`config.mk`:
```
export PLATFORM = sky130hd
export DESIGN_NAME = bp_be_commit_trace_buffer
export DESIGN_NICKNAME = d
export VERILOG_FILES = /design/src/rtl/bp_be_commit_trace_buffer.sv
export SDC_FILE = /design/constraint.sdc
export NUM_CORES = 2
export LEC_CHECK = 0
export ABC_CLOCK_PERIOD_IN_PS = 13800
export CAP_MARGIN = 15
export CORE_MARGIN = 8
export CORE_UTILIZATION = 35
export DETAILED_ROUTE_END_ITERATION = 10
export GPL_TIMING_DRIVEN = 0
export PLACE_DENSITY = 0.56
export SLEW_MARGIN = 20
export SYNTH_ARGS = -nofsm -noshare
export SYNTH_HDL_FRONTEND = slang
export SYNTH_SLANG_ARGS = --single-unit
```
`constraint.sdc`:
```
create_clock -name clk_i -period 13.8 [get_ports clk_i]
set_input_delay 2.07 -clock clk_i [delete_from_list [all_inputs] [get_ports clk_i]]
set_output_delay 2.07 -clock clk_i [all_outputs]
set_load 0.03 [all_outputs]
```
`src/rtl/bp_be_commit_trace_buffer.sv`:
```
// Commit trace buffer for the BE pipeline.
// Dispatch packets travel down a commit_stage_p-deep delay line to the commit
// point. At commit they are qualified with poison/trap/xRET, and surviving
// records are stored in a circular buffer. Capture is controlled by an
// IDLE/CAPTURE/STOPPED arm/trigger FSM. The buffer is drained through a
// valid/yumi head port.
//
// Ports:
//   clk_i, reset_i            clock, synchronous active-high reset
//   freeze_i                  flush the delay line and block capture
//   dispatch_*_i              dispatched packet (valid, pc, instr)
//   commit_poison_i, commit_result_i, trap_v_i, ret_v_i
//                             qualifiers for the commit-stage instruction
//   arm_i, trigger_i          start/resume and stop capture (trigger wins)
//   trace_*_o, trace_yumi_i   head record and consume handshake
//   full_o, empty_o           buffer occupancy
//   capturing_o               FSM is in CAPTURE
//   commit_count_o            records captured (saturating)
//   drop_count_o              records lost, dropped or overwritten (saturating)
module bp_be_commit_trace_buffer #(
    parameter int unsigned vaddr_width_p  = 39,
    parameter int unsigned instr_width_p  = 32,
    parameter int unsigned data_width_p   = 64,
    parameter int unsigned commit_stage_p = 3,
    parameter int unsigned els_p          = 16,
    parameter int unsigned wrap_mode_p    = 0,
    parameter int unsigned cnt_width_p    = 32
) (
    input  logic                     clk_i,
    input  logic                     reset_i,
    input  logic                     freeze_i,
    input  logic                     dispatch_v_i,
    input  logic [vaddr_width_p-1:0] dispatch_pc_i,
    input  logic [instr_width_p-1:0] dispatch_instr_i,
    input  logic                     commit_poison_i,
    input  logic [data_width_p-1:0]  commit_result_i,
    input  logic                     trap_v_i,
    input  logic                     ret_v_i,
    input  logic                     arm_i,
    input  logic                     trigger_i,
    output logic                     trace_v_o,
    output logic [vaddr_width_p-1:0] trace_pc_o,
    output logic [instr_width_p-1:0] trace_instr_o,
    output logic [data_width_p-1:0]  trace_result_o,
    output logic [1:0]               trace_flags_o,
    input  logic                     trace_yumi_i,
    output logic                     full_o,
    output logic                     empty_o,
    output logic                     capturing_o,
    output logic [cnt_width_p-1:0]   commit_count_o,
    output logic [cnt_width_p-1:0]   drop_count_o
);

    localparam int unsigned lg_els_lp = $clog2(els_p);
    localparam int unsigned ptr_w_lp  = lg_els_lp + 1;

    typedef enum logic [1:0] {IDLE, CAPTURE, STOPPED} state_e;
    state_e state_r, state_n;

    // Delay line
    logic [commit_stage_p-1:0] dl_v_r;
    logic [vaddr_width_p-1:0]  dl_pc_r    [commit_stage_p];
    logic [instr_width_p-1:0]  dl_instr_r [commit_stage_p];

    always_ff @(posedge clk_i) begin
        if (reset_i || freeze_i) begin
            dl_v_r <= '0;
        end else begin
            dl_v_r[0] <= dispatch_v_i;
            for (int unsigned i = 1; i < commit_stage_p; i++) begin
                dl_v_r[i] <= dl_v_r[i-1];
            end
        end
    end

    always_ff @(posedge clk_i) begin
        dl_pc_r[0]    <= dispatch_pc_i;
        dl_instr_r[0] <= dispatch_instr_i;
        for (int unsigned i = 1; i < commit_stage_p; i++) begin
            dl_pc_r[i]    <= dl_pc_r[i-1];
            dl_instr_r[i] <= dl_instr_r[i-1];
        end
    end

    // Commit qualification: a poisoned instruction still produces a record
    // when it takes a trap.
    logic record_v, capture_v;
    assign record_v  = dl_v_r[commit_stage_p-1] & (~commit_poison_i | trap_v_i);
    assign capture_v = record_v & (state_r == CAPTURE) & ~freeze_i;

    // FSM
    always_ff @(posedge clk_i) begin
        if (reset_i) state_r <= IDLE;
        else         state_r <= state_n;
    end

    always_comb begin
        state_n = state_r;
        if (trigger_i) begin
            if (state_r == CAPTURE) state_n = STOPPED;
        end else if (arm_i) begin
            state_n = CAPTURE;
        end
    end

    // Circular buffer
    logic [ptr_w_lp-1:0]      wptr_r, rptr_r;
    logic [vaddr_width_p-1:0] mem_pc    [els_p];
    logic [instr_width_p-1:0] mem_instr [els_p];
    logic [data_width_p-1:0]  mem_res   [els_p];
    logic [1:0]               mem_flags [els_p];

    logic empty, full, pop, push, overflow, rd_adv;
    assign empty = (wptr_r == rptr_r);
    assign full  = (wptr_r[lg_els_lp] != rptr_r[lg_els_lp])
                && (wptr_r[lg_els_lp-1:0] == rptr_r[lg_els_lp-1:0]);
    assign pop   = trace_yumi_i & ~empty;
    // Full with no pop: either discard the record or overwrite the head and
    // drag the read pointer along, so occupancy stays at els_p.
    assign overflow = capture_v & full & ~pop;
    assign push     = capture_v & (~overflow | (wrap_mode_p != 0));
    assign rd_adv   = pop | (overflow & (wrap_mode_p != 0));

    always_ff @(posedge clk_i) begin
        if (reset_i) begin
            wptr_r <= '0;
            rptr_r <= '0;
        end else begin
            if (push)   wptr_r <= wptr_r + ptr_w_lp'(1);
            if (rd_adv) rptr_r <= rptr_r + ptr_w_lp'(1);
        end
    end

    always_ff @(posedge clk_i) begin
        if (push) begin
            mem_pc[wptr_r[lg_els_lp-1:0]]    <= dl_pc_r[commit_stage_p-1];
            mem_instr[wptr_r[lg_els_lp-1:0]] <= dl_instr_r[commit_stage_p-1];
            mem_res[wptr_r[lg_els_lp-1:0]]   <= commit_result_i;
            mem_flags[wptr_r[lg_els_lp-1:0]] <= {trap_v_i, ret_v_i};
        end
    end

    // Saturating counters
    logic [cnt_width_p-1:0] commit_cnt_r, drop_cnt_r;

    always_ff @(posedge clk_i) begin
        if (reset_i) begin
            commit_cnt_r <= '0;
            drop_cnt_r   <= '0;
        end else begin
            if (capture_v && commit_cnt_r != '1)
                commit_cnt_r <= commit_cnt_r + cnt_width_p'(1);
            if (overflow && drop_cnt_r != '1)
                drop_cnt_r <= drop_cnt_r + cnt_width_p'(1);
        end
    end

    assign trace_v_o      = ~empty;
    assign trace_pc_o     = mem_pc[rptr_r[lg_els_lp-1:0]];
    assign trace_instr_o  = mem_instr[rptr_r[lg_els_lp-1:0]];
    assign trace_result_o = mem_res[rptr_r[lg_els_lp-1:0]];
    assign trace_flags_o  = mem_flags[rptr_r[lg_els_lp-1:0]];
    assign full_o         = full;
    assign empty_o        = empty;
    assign capturing_o    = (state_r == CAPTURE);
    assign commit_count_o = commit_cnt_r;
    assign drop_count_o   = drop_cnt_r;

`ifndef SYNTHESIS
    always_ff @(posedge clk_i) begin
        if (!reset_i) begin
            assert (!(trace_yumi_i && empty))
                else $error("trace_yumi_i asserted while trace buffer empty");
        end
    end
`endif

endmodule

```
==> flow_summary.toml <==
[critical_path]
setup.worst_path.start_class = "flip-flop"
r2r.worst_path.cells = 14
cpPeakStageDelay_ps = 710
worst-r2r-setup-slack_ps = 9300
timing.rr.start = "wptr_r[3]"
critical_path_peak_fanout = 10
timing.critical_path.arrival_ps = 5290
cp_cell_sequence = "clkbuf_1 -> clkbuf_2 -> buf_2 -> buf_2 -> mux4_2 -> mux2i_1 -> a21oi_1 -> clkdlybuf4s50_1"
critPathMostFrequentCell = "sky130_fd_sc_hd__buf_2"
crit_path_end_kind = "output pin"
crit-reg2reg-capture = "mem_res[3][37]"
cp_max_stage_cell = "sky130_fd_sc_hd__clkbuf_2"
worstPathRequired_ps = 11730
cp_class = "flip-flop to output pin"

[yosys]
sequential_to_total_area_share_from_yosys_stat_pct = 79.3
synth.largest_area_cell = "sky130_fd_sc_hd__edfxtp_1"
synth_warnings = 0
post_synth_design_cell_area_um2 = 90500
mappedNetlistNets = 3949
avgSynthCellArea_um2 = 23.8
ys_async_sr_fraction_pct = 0
dominantRegCellSynth = "sky130_fd_sc_hd__edfxtp_1"
synth_enable_flop_cells = 2192
yosys-top-cells-count = "2192 x sky130_fd_sc_hd__edfxtp_1, 675 x sky130_fd_sc_hd__mux4_2, 296 x sky130_fd_sc_hd__dfxtp_1, 124 x sky130_fd_sc_hd__clkbuf_1, 66 x sky130_fd_sc_hd__nor2_1"
synth_largest_type_area_fraction_pct = 72.7
postSynthRegisterBits = 2488
synth.area.top_cells = "sky130_fd_sc_hd__edfxtp_1 73%, sky130_fd_sc_hd__mux4_2 17%, sky130_fd_sc_hd__dfxtp_1 6.5%"
syn_inst = 3797
yosysMostFrequentCell = "sky130_fd_sc_hd__edfxtp_1"
synth.distinct_cells = 55

[global_route]
overflow = 0
grt_max_degree = 19
antenna_found_initial = 43
grt_pass1_vias = 44900
gr-usage-all-layers_pct = 17.0
first_pass_grt_wire_length_mm = 338

[power_and_ir_drop]
irDropWorstVdd_mv = 0.121
power.share.sequential_pct = 53.4
switching_share_pct = 19.3
internal_power_mw = 12.5
clock_power_share_pct = 46.0
p_leak_nw = 34.2
psw_mw = 2.98
combinationalPowerShare_pct = 0.6
power_per_cell_area_nw_per_um2 = 139

[die]
design.portCount = 350
rows = 186
initial_utilization_pct = 35.2
chipWidth_um = 525
floorplan.die_area_um2 = 275000
die_h_um = 525
core_um2 = 257000

[final_layout]
synthToLayoutAreaGrowth_pct = 22.9
layout-drive-gt1-share_pct = 28.9
final_cell_area_um2 = 111000
finish.net_count = 4817

[drt]
antenna_violating_nets_post_route = 0
dr.first_iter.drc_count = 4162
post_drt_via_cell_ratio = 5.24
wl_per_cell_um = 29.0
drt_first_pass_iters = 5
drc = 0
wl_mm = 240
num_vias = 43300

[clock_network]
htreeDepth = 5
number_of_setup_buffers_added_after_cts = 0
buffer_cell_driving_the_clock_tree_root = "sky130_fd_sc_hd__clkbuf_16"
clkTransAtPathRegs_ps = 60
ctsLongestPathBuffers = 4
post_cts_resized = 0
cts_inserted_buffers = 282
worst_skew_pair.late_latency_ps = 920
cts_hold_buffers = 0
clock_tree_from_tritoncts = "built"
cts.sink_count = 2488

[timing]
fin_worst_skew_ps = 43.5
min_period_over_period_pct = 53.3
setup_ws_ps = 6440
worst_slew_pin_slew_ps = 1050
hold_vio_cnt_final = 0
timing.final.max_slew_violations = 0
slew_headroom_pct = 29.8
unrepaired_setup_endpoints_after_global_routing = "false"
fmaxAchievable_ghz = 0.136
setup_violations = 0
tns_ps = 0
final.min_clock_period_ps = 7360

[place]
gp_congestion = 0.774
place.port_buffers = 348
placed_area_um2 = 102000
detailedPlace.worstSlack_ps = 7040
post-dp-hpwl_mm = 158

[min_path]
worstHoldPathType = "flip-flop to flip-flop"
hold_path_startpoint = "dl_instr_r[0][43]"
worst_hold_path.endpoint = "dl_instr_r[0][75]"
hold_depth = 0

[status]
status = "finished clean"

[flow_run]
maxCapViolations = 0
-- per-layer routing --
| layer | up-vias | track usage (%) | routed length (um) |
|---|---|---|---|
| met5 | - | 0 | 85 |
| met1 | 23400 | 23.3 | 102000 |
| met3 | 352 | 4.08 | 17600 |
| li1 | 18000 | - | - |
| met4 | 14 | 4.27 | 5490 |
| met2 | 1549 | 27.4 | 115000 |
-- through the flow --
stage	total power [mW]	utilization (%)	hold slack, ps	cells
6_report	15.5	43.3	304	8259
5_1_grt	15.9	43.3	320	8253
4_1_cts	15.7	43.2	304	8247
3_5_place_dp	8.52	39.9	312	7762
3_3_place_gp	8.51	38.2	310	7529
2_1_floorplan	8.41	-	310	3797
-- area by class of cell --
type	count	area [um2]
diodes	9	22.5
plain buffers	185	800
clock buffers	372	7760
clock inverters	113	960
fillers	21800	146000
inverters	11	41.3
multi-input cells	1113	18100
flip-flops and latches	2488	71700
well taps	3384	4230
repair buffers	584	7510
-- worst max-delay path by stage --
stage,endpoint,slack [ps]
after floorplan,mem_flags[0][0],910
after global placement,mem_res[2][3],-14600
after detailed placement,mem_res[3][39],7040
after CTS,trace_instr_o[29],6170
after global routing,trace_instr_o[21],6130
final,trace_instr_o[21],6440
-- registers in the layout (all words and copies together) (netlist names), named ones only --
register,cells
rptr_r,5
state_r,2
mem_res,1024
mem_flags,32
dl_pc_r,117
dl_instr_r,96
mem_pc,624
mem_instr,512
commit_count_o,32
wptr_r,5
dl_v_r,3
drop_count_o,32
-- power groups by stage --
stage / Clock, mW / Sequential (mW) / Combinational (mW)
final: 7.11 / 8.27 / 0.0929
after global routing: 7.57 / 8.27 / 0.102
after CTS: 7.30 / 8.27 / 0.0943
after detailed placement: 0 / 8.43 / 0.0940
after global placement: 0 / 8.42 / 0.0886
after floorplan: 0 / 8.40 / 0.00879
-- cells by family after synthesis --
group | Yosys count | synth area share, %
muxes | 700 | 17.1
buffers and inverters | 196 | 0.827
DFF | 2488 | 79.3
adders and majority gates | 7 | 0.0968
AOI/OAI and AO/OA | 116 | 0.802
xor gates and xnor gates | 27 | 0.261
and+or+nand+nor | 263 | 1.64
-- worst max-delay path, delay by kind of cell, from the launching register on --
kind            cells  cell delay [ps]
compound gates      1              220
buf+inv             5             3070
mux                 2              780
flops               1              300
-- cells in the final DEF (no fill, tap or decap), drive strengths merged, types with 2 or more instances in the layout --
cell           Yosys  final
nor2b             25     25
dfxtp            296    296
inv               11     19
mux2              12     12
xnor2             17     17
ha                 7      7
nor3               9      9
clkinvlp           0      5
nor4              13     13
a21oi             48     48
a31o               2      2
clkinv             0     84
o21ai             17     17
mux2i             13     13
nor2              66     66
and4              10     10
and2               8      8
or3               17     17
mux4             675    675
bufinv             0     16
nand2             28     28
xor2              10     10
buf               61    280
or4               21     21
a211oi            15     15
o2111ai            2      2
o31ai             19     19
clkbuf           124    513
nor3b              3      3
and3               6      6
nand2b             6      6
edfxtp          2192   2192
nand4             20     20
diode              0      9
a311oi             2      2
o211ai             3      3
nand3             23     23
clkdlybuf4s50      0    348
Power figures use the tool's default switching activity.
